**src/rtl/i2c_sniffer.sv**
```systemverilog
// Passive I2C bus monitor: filters SDA/SCL, decodes START/STOP and byte+ACK frames,
// and queues captured bytes in a first-word-fall-through FIFO with trigger/error pulses.
module i2c_sniffer #(
  parameter int unsigned FILT_LEN   = 4,
  parameter int unsigned FIFO_DEPTH = 16,
  parameter logic [6:0]  ADDR_MATCH = 7'h00,
  parameter logic [6:0]  ADDR_MASK  = 7'h7F
) (
  input  logic                            sysclk,
  input  logic                            rst_n,
  input  logic                            sda_raw,
  input  logic                            scl_raw,
  input  logic                            trig_en,
  input  logic                            rd_en,
  input  logic                            clr_ovf,
  output logic [9:0]                      rd_data,
  output logic                            rd_valid,
  output logic [$clog2(FIFO_DEPTH):0]     fifo_count,
  output logic                            overflow,
  output logic                            start_pulse,
  output logic                            stop_pulse,
  output logic                            frame_err,
  output logic                            trig,
  output logic                            bus_busy
);

  localparam int AW = $clog2(FIFO_DEPTH);
  localparam int CW = $clog2(FILT_LEN + 1);

  typedef enum logic [1:0] {WAIT_IDLE, IDLE, ACTIVE} state_t;

  // Index 0 is SDA, index 1 is SCL throughout the filter path.
  logic [1:0]    sync1, sync2, filt, prev;
  logic [CW-1:0] cnt [2];

  always_ff @(posedge sysclk or negedge rst_n) begin
    if (!rst_n) begin
      sync1  <= '1;
      sync2  <= '1;
      filt   <= '1;
      prev   <= '1;
      cnt[0] <= '0;
      cnt[1] <= '0;
    end else begin
      sync1 <= {scl_raw, sda_raw};
      sync2 <= sync1;
      prev  <= filt;
      for (int i = 0; i < 2; i++) begin
        if (sync2[i] == filt[i]) begin
          cnt[i] <= '0;
        end else if (cnt[i] == CW'(FILT_LEN - 1)) begin
          filt[i] <= sync2[i];
          cnt[i]  <= '0;
        end else begin
          cnt[i] <= cnt[i] + CW'(1);
        end
      end
    end
  end

  logic sda_f, scl_f, sda_p, scl_p;
  logic start_evt, stop_evt, bit_evt;

  assign sda_f = filt[0];
  assign scl_f = filt[1];
  assign sda_p = prev[0];
  assign scl_p = prev[1];

  // Requiring SCL high in both samples makes a coincident SCL rise a bit sample only.
  assign start_evt = scl_p & scl_f &  sda_p & ~sda_f;
  assign stop_evt  = scl_p & scl_f & ~sda_p &  sda_f;
  assign bit_evt   = ~scl_p & scl_f;

  state_t     state;
  logic [3:0] bit_cnt;
  logic [7:0] shift_reg;
  logic       sof_flag;
  logic       push;
  logic [9:0] push_word;

  assign push      = (state == ACTIVE) && bit_evt && (bit_cnt == 4'd8);
  assign push_word = {sof_flag, shift_reg, sda_f};

  always_ff @(posedge sysclk or negedge rst_n) begin
    if (!rst_n) begin
      state       <= WAIT_IDLE;
      bit_cnt     <= '0;
      shift_reg   <= '0;
      sof_flag    <= 1'b0;
      start_pulse <= 1'b0;
      stop_pulse  <= 1'b0;
      frame_err   <= 1'b0;
      trig        <= 1'b0;
      bus_busy    <= 1'b0;
    end else begin
      start_pulse <= 1'b0;
      stop_pulse  <= 1'b0;
      frame_err   <= 1'b0;
      trig        <= 1'b0;
      case (state)
        WAIT_IDLE: if (sda_f && scl_f) state <= IDLE;
        IDLE: begin
          if (start_evt) begin
            state       <= ACTIVE;
            start_pulse <= 1'b1;
            bus_busy    <= 1'b1;
            bit_cnt     <= '0;
            sof_flag    <= 1'b1;
          end else if (stop_evt) begin
            stop_pulse <= 1'b1;
          end
        end
        ACTIVE: begin
          if (start_evt) begin
            start_pulse <= 1'b1;
            sof_flag    <= 1'b1;
            bit_cnt     <= '0;
            frame_err   <= (bit_cnt != 4'd0);
          end else if (stop_evt) begin
            state      <= IDLE;
            stop_pulse <= 1'b1;
            bus_busy   <= 1'b0;
            bit_cnt    <= '0;
            frame_err  <= (bit_cnt != 4'd0);
          end else if (bit_evt) begin
            if (bit_cnt == 4'd8) begin
              sof_flag <= 1'b0;
              bit_cnt  <= '0;
            end else begin
              shift_reg <= {shift_reg[6:0], sda_f};
              bit_cnt   <= bit_cnt + 4'd1;
              // On the 8th sample shift_reg[6:0] already holds the 7-bit address.
              if (bit_cnt == 4'd7 && sof_flag && trig_en &&
                  ((shift_reg[6:0] & ADDR_MASK) == (ADDR_MATCH & ADDR_MASK)))
                trig <= 1'b1;
            end
          end
        end
        default: state <= WAIT_IDLE;
      endcase
    end
  end

  logic [9:0]    mem [FIFO_DEPTH];
  logic [AW-1:0] wr_ptr, rd_ptr;
  logic [AW:0]   count;
  logic          full, pop, do_push;

  assign full    = (count == (AW + 1)'(FIFO_DEPTH));
  assign pop     = rd_en && rd_valid;
  assign do_push = push && (!full || pop);

  // NOTE: storage is deliberately not reset; rd_data is masked while the FIFO is empty.
  always_ff @(posedge sysclk) begin
    if (do_push) mem[wr_ptr] <= push_word;
  end

  always_ff @(posedge sysclk or negedge rst_n) begin
    if (!rst_n) begin
      wr_ptr   <= '0;
      rd_ptr   <= '0;
      count    <= '0;
      overflow <= 1'b0;
    end else begin
      if (do_push) wr_ptr <= wr_ptr + AW'(1);
      if (pop)     rd_ptr <= rd_ptr + AW'(1);
      case ({do_push, pop})
        2'b10:   count <= count + (AW + 1)'(1);
        2'b01:   count <= count - (AW + 1)'(1);
        default: count <= count;
      endcase
      if (push && full && !pop) overflow <= 1'b1;
      else if (clr_ovf)         overflow <= 1'b0;
    end
  end

  assign rd_valid   = (count != '0);
  assign rd_data    = rd_valid ? mem[rd_ptr] : '0;
  assign fifo_count = count;

endmodule

```
**config.mk**
```make
export PLATFORM = sky130hd
export DESIGN_NAME = i2c_sniffer
export DESIGN_NICKNAME = d
export VERILOG_FILES = /design/src/rtl/i2c_sniffer.sv
export SDC_FILE = /design/constraint.sdc
export NUM_CORES = 1
export LEC_CHECK = 0
export BUFFER_PORTS_ARGS = -buffer_cell sky130_fd_sc_hd__buf_2
export CORE_ASPECT_RATIO = 0.9
export CORE_MARGIN = 10
export CORE_UTILIZATION = 55
export CTS_CLUSTER_SIZE = 10
export DETAILED_ROUTE_END_ITERATION = 10
export GPL_TIMING_DRIVEN = 0
export PLACE_DENSITY = 0.78
export SETUP_SLACK_MARGIN = 0.1
export SLEW_MARGIN = 30
export SYNTH_ARGS = -nofsm -noshare
export SYNTH_HDL_FRONTEND = slang
export SYNTH_SLANG_ARGS = --single-unit
export TNS_END_PERCENT = 100
```
**constraint.sdc**
```tcl
create_clock -name sysclk -period 5.16 [get_ports sysclk]
set_clock_uncertainty 0.2 [all_clocks]
set_input_delay 0.516 -clock sysclk [delete_from_list [all_inputs] [get_ports sysclk]]
set_output_delay 0.516 -clock sysclk [all_outputs]
set_load 0.1 [all_outputs]
```
# ---- Yosys cells after proc, flatten, opt, wreduce, memory -nomap -nowiden
# Memory sizes are Yosys's and may differ from the RTL's.
# Index checks and enable logic that the tools add are counted.
dict set report op_classes {
  reduce_logical 28
  mux 44
  n_eq_ne 19
  bitwise 14
  add_sub_neg 7
}
# operator count
set op_table {}
lappend op_table {{$mux W1} 25}
lappend op_table {{$mux W4} 5}
lappend op_table {{$add A4 B1 Y4 const B} 3}
lappend op_table {{$mux W3} 4}
lappend op_table {{$logic_and A1 B1 Y1} 10}
lappend op_table {{$mux W10} 1}
lappend op_table {{$pmux W5 S2} 1}
lappend op_table {{$reduce_and A5 Y1} 2}
lappend op_table {{$mux W2} 4}
lappend op_table {{$ne A2 B2 Y1 const B} 4}
lappend op_table {{$not A1 Y1} 8}
lappend op_table {{$pmux W4 S2} 1}
lappend op_table {{$reduce_and A4 Y1} 2}
lappend op_table {{$logic_not A7 Y1} 1}
lappend op_table {{$add A3 B1 Y3 const B} 2}
lappend op_table {{$and A1 B1 Y1} 6}
lappend op_table {{$eq A3 B2 Y1 const B} 2}
lappend op_table {{$ne A3 B3 Y1 const B} 2}
lappend op_table {{$pmux W2 S3} 1}
lappend op_table {{$reduce_bool A2 Y1} 3}
lappend op_table {{$add A5 B1 Y5 const B} 1}
lappend op_table {{$eq A5 B5 Y1 const B} 1}
lappend op_table {{$reduce_bool A5 Y1} 1}
lappend op_table {{$sub A5 B1 Y5 const B} 1}
lappend op_table {{other kinds (15)} 21}
dict set report totals {
  regBits 48
  mem_bits_rw 160
  n_memories 1
  output_inout_bits 22
  in_bits 7
}
# name words word_bits rd rd_ports_with_merged_regs wr line_no
set memory_table {}
lappend memory_table {mem 16 10 1 0 1 144} ;# logic [9:0] mem [FIFO_DEPTH];

# ---- Logic depth before layout (Yosys ltp)
# Gate-level depths: netlist of the first run.
dict set report depth {
  depth_word 10
  depth_mapped 10
  mapped_depth_nobuf 10
}

# ---- Worst setup path before layout of the first run
# No wires, ideal clock.
dict set report synth_timing {
  path_kind {register to output}
  startpoint {reg count[0], in the netlist fifo_count[0]}
  endpoint {out rd_data[0]}
  setup_slack_ns 1.284
  stages_incl_launch_ff 5
  arrival_time_ns 3.160
  t_required_ns 4.444
  cell_sequence {dfrtp_1 nor4_1 nand2_1 clkbuf_1 and2_1}
}
dict set report synth_via {
  elab_chain_len 2
}
# element line_no
set synth_rtl {}
lappend synth_rtl {{from (decl)} 146} ;# logic [AW:0] count;
lappend synth_rtl {{from (signal assigned)} 168} ;# 2'b10: count <= count + (AW + 1)'(1);
lappend synth_rtl {{from (signal assigned)} 169} ;# 2'b01: count <= count - (AW + 1)'(1);
lappend synth_rtl {{from (signal assigned)} 170} ;# default: count <= count;
lappend synth_rtl {{$reduce_bool A5 Y1} 177} ;# assign rd_valid = (count != '0);
lappend synth_rtl {{named net rd_valid} 17} ;# output logic rd_valid,
lappend synth_rtl {{$mux W10} 178} ;# assign rd_data = rd_valid ? mem[rd_ptr] : '0;
lappend synth_rtl {{to (decl)} 16} ;# output logic [9:0] rd_data,
# The timed path passes the listed nets, and every way through them passes these cells.

# ---- Worst setup path in the final report of the first run
dict set report layout_timing {
  startpoint {reg rd_ptr[1]}
  endpoint {out rd_data[4]}
}
dict set report layout_via {
  elab_chain_len 2
}
# element line_no
set layout_rtl {}
lappend layout_rtl {{from (decl)} 145} ;# logic [AW-1:0] wr_ptr, rd_ptr;
lappend layout_rtl {{from (signal assigned)} 166} ;# if (pop) rd_ptr <= rd_ptr + AW'(1);
lappend layout_rtl {{$mem_v2 Z16 W10} --}
lappend layout_rtl {{$mux W10} 178}
# Every way passes these cells.

==> run metrics, run 1 <==
status finished clean; main flop type after synthesis edfxtp_1; Skew-Pair Late Insertion Delay 0.51 ns; Post-CTS Setup Repair Bufs 0; Maximum Capacitance Violations 0; initial antenna violation count 0; fmax 0.255 GHz; Mapped Nets 479; Hold Crit Depth 2; Root Buffer clkbuf_16; # fillers 994; Largest register FFs 160; Tcrit/Tclk final 76.0%; Fin Hold WS 0.0133 ns; Detailed Routing Iterations Pass 1 5; TritonCTS clock tree built; setup violators final 0; Clock Sinks 208; CTS Buf Count 24; GPL Wtd Cong 0.847; clock slew at reported path FFs 0.06 ns; final setup TNS 0 ns; element type at the critical path start flop; Crit-path slowest cell clkbuf_1; ANT nets after route 0; number of port buffers 28; RSZ-0062 raised after global routing no; largest stage delay on the critical path 0.63 ns; Chip Width 151 um; count of pins over their slew limit 0; register area 6020 um^2; Critical Path Start rd_ptr[1]$_DFFE_PN0P_; multi-input logic area 2310 um^2; Synth Cell Area 8440 um^2; largest net degree at the start of global routing 49; Starting Density 56.7%; Ys Warns 0; DR vias/cell 5.98; Core Region 14,900 um^2; register area share after synthesis 71.3%; Power Total 5.34 mW; I/O pin count 29; Die Ht 138 um; critical path class reg -> out; share of cells above drive strength 1 28.0%; Layout Nets 544; power per cell area 553 nW/um^2; Distinct cells, synth 44; DRC errors left 0; Hold Fails Final Rpt 0; grt total ovfl 0; vias in the first global route 4,658; # diodes 0; reg2reg start state[0]$_DFFE_PN0P_; Post-synth EDFFs 160; Worst Hold Launch clr_ovf; Max VDD drop 405 uV; Initial DRC Count 452; Max Buffers Root-to-Sink 3; WP data required 4.44 ns; final worst path period need 3.92 ns; R2R cell count 7; asr flop ratio synth 23.1%; critical path peak fanout 10; Post-Syn Area per Cell 18.5 um^2; HPWL Detailed 11,400 um; H-tree Lvls 1; Cells after Synth 457; Total Routing Usage GR 16.8%; Cell Chain, Critical Path clkbuf_1, clkbuf_1, mux4_2, mux4_2, and2_1, buf_2; CP arrival 3.21 ns; DR WL/cell 22.7 um; Die ar. 20,700 um^2; first-pass GRT wire length 26,500 um; Worst Hold Class in -> reg; flops & latches, synth 208; Leakage 3.38 nW; Worst Max-Slew Pin Slew 0.810 ns; vias 4,410; row cnt 42; final wirelength 16,800 um; Finished Core Util 64.9%; synthesis-to-finish area growth 14.4%; worst relative slew slack 46.0%; endpoint class of the critical path output pin
-- Yosys cell counts (2+ instances only) --
cell / n / area (um^2)
dfstp_2: 8 / 210
nand2b_1: 2 / 12.5
nand4_1: 4 / 25.0
or2_2: 3 / 18.8
a22oi_1: 2 / 15.0
nand2_1: 18 / 67.6
nand3b_1: 2 / 15.0
o21a_1: 2 / 15.0
nor2b_1: 4 / 25.0
dfrtp_1: 40 / 1000
mux2_2: 11 / 124
nor3b_1: 5 / 37.5
mux4_2: 50 / 1130
nor2_1: 16 / 60.1
o21ai_0: 11 / 55.1
ha_1: 15 / 188
clkbuf_1: 10 / 37.5
buf_4: 4 / 30.0
nor3_1: 5 / 25.0
xnor2_1: 11 / 96.3
nand3_1: 7 / 35.0
and2_1: 18 / 113
a21oi_1: 5 / 25.0
o32ai_1: 2 / 17.5
edfxtp_1: 160 / 4800
nor4_1: 6 / 37.5
nand4b_1: 2 / 17.5
a31oi_1: 2 / 12.5
inv_1: 17 / 63.8
-- per-layer routing --
metal | part of all wire [%] | global-route usage [%] | vias to the layer above | wire [um]
met4 | 2.3 | 5.12 | 0 | 393
met2 | 50 | 27.7 | 161 | 8420
li1 | - | - | 1925 | -
met5 | 0 | 0 | - | 0
met1 | 41 | 21.9 | 2290 | 6800
met3 | 6.9 | 4.07 | 34 | 1160
-- worst paths after layout --
path / to / slack (ns)
setup / recovery: rd_data[4] / 1.24
hold / removal: overflow$_DFFE_PN0P_ / 0.01
setup reg to reg: mem[14][1]$_DFFE_PP_ / 1.95
hold reg to reg: sync2[0]$_DFF_PN1_ / 0.16
max in group asynchronous: shift_reg[5]$_DFFE_PN0P_ / 3.98
min in group asynchronous: fifo_count[2]$_DFFE_PN0P_ / 0.35
-- through the flow --
| step | cells | setup WS [ns] | cell area [um^2] |
|---|---|---|---|
| final | 738 | 1.24 | 9650 |
| after global routing | 738 | 1.13 | 9650 |
| after CTS | 738 | 1.22 | 9640 |
| after detailed placement | 691 | 1.74 | 8900 |
| after global placement | 683 | 1.34 | 8830 |
| after floorplan | 457 | 1.28 | 8440 |
-- cell type report --
| type | count | area share [%] |
|---|---|---|
| Sequential cell | 208 | 62.3 |
| Multi-Input combinational cell | 215 | 23.9 |
| Clock buffer | 44 | 7.33 |
| Tap cell | 198 | 2.57 |
| Timing Repair Buffer | 39 | 2.31 |
| Buffer | 17 | 0.908 |
| Inverter | 17 | 0.661 |
-- logic make-up (layout without fill, tap and decap cells) --
kind of cell | Yosys count | after routing | share of synthesized area, %
compound gates | 30 | 30 | 2.25
buf+inv | 34 | 117 | 1.79
mux | 61 | 61 | 14.8
xor+xnor | 12 | 12 | 1.25
simple gates | 97 | 97 | 6.38
fa+ha+maj | 15 | 15 | 2.22
flops | 208 | 208 | 71.3
-- cell usage in the layout, fill, tap and decap left out, types with 7 or more instances in the layout --
master     Yosys  layout
clkbuf_1      10      28
and2_1        18      18
dfrtp_1       40      40
o21ai_0       11      11
edfxtp_1     160     160
nand3_1        7       7
mux2_2        11      11
mux4_2        50      50
inv_1         17      17
nand2_1       18      18
nor2_1        16      12
ha_1          15      15
buf_2          1      32
buf_4          4       9
xnor2_1       11      11
clkbuf_16      0      25
dfstp_2        8       8
-- where the power goes --
part | switching [mW] | internal, mW
registers | 0.188 | 2.00
clock network | 0.605 | 0.914
logic | 1.09 | 0.541
total | 1.88 | 3.46
-- timing repair --
| action | 4_1_cts | 5_1_grt |
|---|---|---|
| endpoints found under the hold margin | 42 | 0 |
| gates resized for setup | 0 | 0 |
| hold buffers | 3 | 0 |
-- worst max-delay path, delay by kind of cell (launching register included) --
kind / cells / cell delay (ns)
buffers and inverters: 3 / 1.21
flip-flops: 1 / 0.35
multiplexers: 2 / 0.97
AND/OR/NAND/NOR: 1 / 0.17
(Power assumes the default switching activity.)
==> run 2, diff against run 1 <==
--- a/config.mk
+++ b/config.mk
@@ -12,7 +12,7 @@
 export CTS_CLUSTER_SIZE = 10
 export DETAILED_ROUTE_END_ITERATION = 10
 export GPL_TIMING_DRIVEN = 0
-export PLACE_DENSITY = 0.78
+export PLACE_DENSITY = 0.81
 export SETUP_SLACK_MARGIN = 0.1
 export SLEW_MARGIN = 30
 export SYNTH_ARGS = -nofsm -noshare
==> constraint.sdc (replaced) <==
create_clock -name sysclk -period 3.3 [get_ports sysclk]
set_clock_uncertainty 0.2 [all_clocks]
set_input_delay 0.33 -clock sysclk [delete_from_list [all_inputs] [get_ports sysclk]]
set_output_delay 0.33 -clock sysclk [all_outputs]
set_load 0.1 [all_outputs]
==> run 2 against run 1 <==
Compared with the run above: first-iteration DRC count up 21%; power rose by 66%; register-to-register slack got worse by 1.7 ns; die area stayed put; worst hold slack gained 0.031 ns; combinational power up 86%; setup slack worse by 1.2 ns; critical endpoint is now rd_data[0]; largest cell class unchanged.
==> run metrics, run 2 (same netlist as run 1, synthesis figures left out) <==
status finished clean; DR WL/cell 25.3 um (+11%); final worst path period need 3.22 ns; critical path class reg -> out; CP Depth 6 (unchanged); final wirelength 19,000 um (+13%); Maximum Capacitance Violations 0 (unchanged); power per cell area 881 nW/um^2 (+59%); Starting Density 56.7% (unchanged); # diodes 0 (unchanged); cell family with most CP delay multiplexers; fmax 0.311 GHz; Max Buffers Root-to-Sink 3 (unchanged); Layout Nets 557 (+2.4%); GPL Wtd Cong 0.855 (+0.92%); Tcrit/Tclk final 97.5%; WP buf/inv 3 (unchanged); Die ar. 20,700 um^2 (unchanged); largest stage delay on the critical path 0.55 ns (-0.08 ns); Initial DRC Count 548 (+21%); DRC errors left 0 (unchanged); CTS Buf Count 24 (unchanged); Crit-path slowest cell mux4_2; largest net degree at the start of global routing 49 (unchanged); setup violators final 0 (unchanged); commonest non-fill, non-tap cell in the layout edfxtp_1; TritonCTS clock tree built; Clock Sinks 208 (unchanged); endpoint class of the critical path output pin; H-tree Lvls 1 (unchanged); Worst Hold Class in -> reg; Cell Chain, Critical Path buf_12, buf_12, mux4_2, mux4_2, and2_1, buf_6; reg2reg start state[0]$_DFFE_PN0P_; Largest register FFs 160 (unchanged); vias in the first global route 4,634 (-0.52%); most frequent cells in the layout edfxtp_1, mux4_2, dfrtp_1, clkbuf_16, buf_2; Total Routing Usage GR 17.1% (+0.21 points); final setup TNS 0 ns (unchanged); Root Buffer clkbuf_16; first-pass GRT wire length 26,800 um (+1.1%); row cnt 42 (unchanged); Die Ht 138 um (unchanged); synthesis-to-finish area growth 19.0%; number of port buffers 28 (unchanged); Detailed Routing Iterations Pass 1 6 (+1); reg2reg setup slack 0.24 ns (-1.71 ns); Critical Path Start rd_ptr[0]$_DFFE_PN0P_; R2R cell count 8 (+1); share of cells above drive strength 1 30.9% (+3.0 points); CP arrival 2.69 ns (-0.52 ns); ANT nets after route 0 (unchanged); WP data required 2.77 ns (-1.67 ns); Skew-Pair Late Insertion Delay 0.50 ns (about the same); Worst Max-Slew Pin Slew 0.746 ns (-0.0641 ns); RSZ-0062 raised after global routing yes; vias 4,616 (+4.7%); # fillers 940 (-5.4%); element type at the critical path start flop; DR vias/cell 6.15 (+2.9%); grt total ovfl 0 (unchanged); Power Total 8.85 mW (+66%); HPWL Detailed 11,000 um (-3.9%); I/O pin count 29 (unchanged); Leakage 3.55 nW (+5.1%); FF-to-FF End mem[12][7]$_DFFE_PP_; Fin Hold WS 0.0442 ns (+0.0309 ns); count of pins over their slew limit 0 (unchanged); Hold Fails Final Rpt 0 (unchanged); clock slew at reported path FFs 0.05 ns (about the same); Max VDD drop 877 uV (+120%); Chip Width 151 um (unchanged); initial antenna violation count 0 (unchanged); critical path peak fanout 5 (-5); capture point of the worst path rd_data[0]; Core Region 14,900 um^2 (unchanged); worst relative slew slack 50.3% (+4.3 points)
run 2: layer usage:
layer	vias to the layer above	routed length, um	share of wire (%)	GRT usage (%)
met2	233	9970	52	28.3
met5	-	0	0	0
met4	0	508	2.7	5.18
met3	48	1470	7.8	3.90
li1	1960	-	-	-
met1	2375	7050	37	22.0
run 2: what timing repair did:
action	4_1_cts	5_1_grt
hold endpoints to repair	45	0
pin swaps	0	4
gates resized for setup	42	17
setup buffers	0	7
endpoints found under the setup margin	50	50
cloned	0	4
hold buffers	5	0
run 2: final cells by class:
type	instances	area (um^2)	share of cell area (%)
Inverter	17	63.8	0.635
Sequential cell	208	6020	59.9
Buffer	17	184	1.83
Tap cell	198	248	2.47
Multi-Input combinational cell	215	2330	23.2
Timing Repair Buffer	52	503	5.01
Clock buffer	44	697	6.94
run 2: worst min path at each step:
stage	from	endpoint	slack (ns)	depth (start not counted)
finish	trig_en	trig$_DFF_PN0_	0.04	4
global route	trig_en	trig$_DFF_PN0_	0.06	4
CTS	trig_en	trig$_DFF_PN0_	0.05	4
detailed placement	sync1[0]$_DFF_PN1_	sync2[0]$_DFF_PN1_	0.15	0
global placement	sync1[0]$_DFF_PN1_	sync2[0]$_DFF_PN1_	0.15	0
floorplan	rst_n	bit_cnt[0]$_DFFE_PN0P_	-0.17	0
run 2: worst register-to-register path, cell delays in order (launching register included):
cell	delay, ns
dfrtp_1	0.39
inv_1	0.11
ha_1	0.18
clkbuf_1	0.33
nand3_1	0.35
nor2_2	0.36
nand3_1	0.40
nor2_4	0.30
buf_12	0.16
run 2: power breakdown:
group,total (mW),internal (mW),switching (mW)
clock,2.36,1.41,0.954
combinational,3.03,1.20,1.83
sequential,3.45,3.13,0.319
total,8.85,5.75,3.10
run 2: metrics by stage:
step	util (%)	cell area [um^2]	worst slack [ns]	cells
after floorplan	-	8440	0.109	457
after global placement	59.4	8830	-0.448	683
after detailed placement	59.8	8890	-0.0786	691
after CTS	65.7	9780	-0.0683	740
after global routing	67.5	10000	0.0385	751
final	67.5	10000	0.0814	751
==> run 3, diff against run 2 <==
--- a/config.mk
+++ b/config.mk
@@ -6,7 +6,6 @@
 export NUM_CORES = 1
 export LEC_CHECK = 0
 export BUFFER_PORTS_ARGS = -buffer_cell sky130_fd_sc_hd__buf_2
-export CORE_ASPECT_RATIO = 0.9
 export CORE_MARGIN = 10
 export CORE_UTILIZATION = 55
 export CTS_CLUSTER_SIZE = 10
==> run 3 against run 2 <==
Compared with the run above: cell area is 1.6% lower; largest cell class unchanged; die area hardly changed; count of clock-buffer cells in the layout is 1 lower; critical path type unchanged; highest routed layer unchanged; core utilization is 2.3 points lower; critical path depth stayed put.
==> run metrics, run 3 (same netlist as run 1, synthesis figures left out) <==
status finished clean; Finished Core Util 65.2% (-2.3 points); critical path peak fanout 10 (+5); fmax 0.315 GHz (+1.2%); Hold Fails Final Rpt 0 (unchanged); row cnt 45 (+7.1%); Tcrit/Tclk final 96.3% (-1.2 points); first-pass GRT wire length 27,000 um (+0.77%); vias 4,564 (-1.1%); H-tree Lvls 1 (unchanged); worst relative slew slack 45.8% (-4.5 points); Layout Cells excl Fill 733 (-2.4%); number of port buffers 28 (unchanged); power per cell area 870 nW/um^2 (-1.2%); Design Area, Final 9880 um^2 (-1.6%); TritonCTS clock tree built; Leakage 3.47 nW (-2.2%); clock slew at reported path FFs 0.06 ns (about the same); final worst path period need 3.18 ns (-0.0393 ns); Root Buffer clkbuf_16; Max VDD drop 839 uV (-4.4%); Fin Hold WS 0.0630 ns (+0.0188 ns); endpoint class of the critical path output pin; Worst Max-Slew Pin Slew 0.811 ns (+0.0644 ns); Chip Width 144 um (-4.5%); largest net degree at the start of global routing 49 (unchanged); Starting Density 55.7% (-1.0 points); Detailed Routing Iterations Pass 1 5 (-1); Maximum Capacitance Violations 0 (unchanged); Core Region 15,100 um^2 (+1.8%); final setup TNS 0 ns (unchanged); vias in the first global route 4,780 (+3.2%); DP Area 8870 um^2 (-0.31%); share of cells above drive strength 1 29.9% (-1.0 points); WP data required 2.77 ns (about the same); Layout Nets 549 (-1.4%); HPWL Detailed 10,900 um (-1.0%); final wirelength 17,700 um (-7.1%); Skew-Pair Late Insertion Delay 0.51 ns (about the same); element type at the critical path start flop; Die ar. 20,700 um^2 (about the same); CTS Buf Count 24 (unchanged); Power Total 8.60 mW (-2.8%); Total Routing Usage GR 17.2% (+0.14 points); synthesis-to-finish area growth 17.1%; Die Ht 144 um (+4.6%); critical path class reg -> out; commonest non-fill, non-tap cell in the layout edfxtp_1; DR vias/cell 6.23 (+1.3%); setup ws final 0.121 ns (+0.0393 ns); post-placement cell count 678 (-1.9%); Largest register FFs 160 (unchanged); Initial DRC Count 519 (-5.3%); DR WL/cell 24.1 um (-4.8%); setup violators final 0 (unchanged); pre-CTS worst setup slack -0.0858 ns (-0.00719 ns); Clock Sinks 208 (unchanged); GPL Wtd Cong 0.893 (+4.5%); RSZ-0062 raised after global routing yes; I/O pin count 29 (unchanged); # diodes 0 (unchanged); ANT nets after route 0 (unchanged); grt total ovfl 0 (unchanged); most frequent cells in the layout edfxtp_1, mux4_2, dfrtp_1, clkbuf_16; Max Buffers Root-to-Sink 3 (unchanged); initial antenna violation count 0 (unchanged); Worst Hold Class in -> reg; count of pins over their slew limit 0 (unchanged); CP arrival 2.65 ns (-0.04 ns); DRC errors left 0 (unchanged)
==> run 3: area by class of cell <==
class / instances / area, um^2
fill: 966 / 5270
clock inverter: 1 / 16.3
timing repair buffer: 44 / 388
clock buffer: 43 / 672
multi-input combinational: 215 / 2330
tap: 188 / 235
inverter: 17 / 63.8
buffer: 17 / 156
sequential: 208 / 6020
==> run 3: worst paths after layout <==
| kind | depth (start not counted) | end | slack (ns) | start |
|---|---|---|---|---|
| setup / recovery | 6 | rd_data[6] | 0.12 | rd_ptr[0]$_DFFE_PN0P_ |
| min in group asynchronous | 2 | fifo_count[1]$_DFFE_PN0P_ | 0.19 | rst_n |
| hold / removal | 4 | trig$_DFF_PN0_ | 0.06 | trig_en |
| setup reg to reg | 7 | mem[8][0]$_DFFE_PP_ | 0.16 | bit_cnt[0]$_DFFE_PN0P_ |
| max in group asynchronous | 2 | wr_ptr[0]$_DFFE_PN0P_ | 2.31 | rst_n |
| hold reg to reg | 0 | prev[1]$_DFF_PN1_ | 0.16 | filt[1]$_DFFE_PN1P_ |
==> run 3: where the power goes <==
part	total, mW	leakage [nW]	internal [mW]	switching (mW)
logic	2.85	1.09	1.09	1.76
registers	3.42	2.06	3.13	0.293
clock network	2.32	0.325	1.37	0.956
==> run 3: repair_timing <==
action,in CTS,in global routing
setup endpoints to repair,50,50
resized for setup,39,15
hold endpoints to repair,44,0
pin swaps,0,4
hold buffers,5,0
setup buffers,0,6
==> run 3: metal layers <==
| layer | wire length [um] | part of all wire, % | up-vias | GRT usage [%] |
|---|---|---|---|---|
| li1 | - | - | 1950 | - |
| met1 | 6690 | 38 | 2366 | 21.2 |
| met2 | 9300 | 53 | 195 | 29.8 |
| met3 | 971 | 5.5 | 53 | 2.64 |
| met4 | 695 | 3.9 | 0 | 6.88 |
| met5 | 0 | 0 | - | 0 |
==> run 3: critical path: stages (launching register included) <==
cell	delay, ns
dfrtp_1	0.37
buf_6	0.18
buf_12	0.17
mux4_2	0.55
mux4_2	0.50
and2_1	0.19
buf_6	0.18
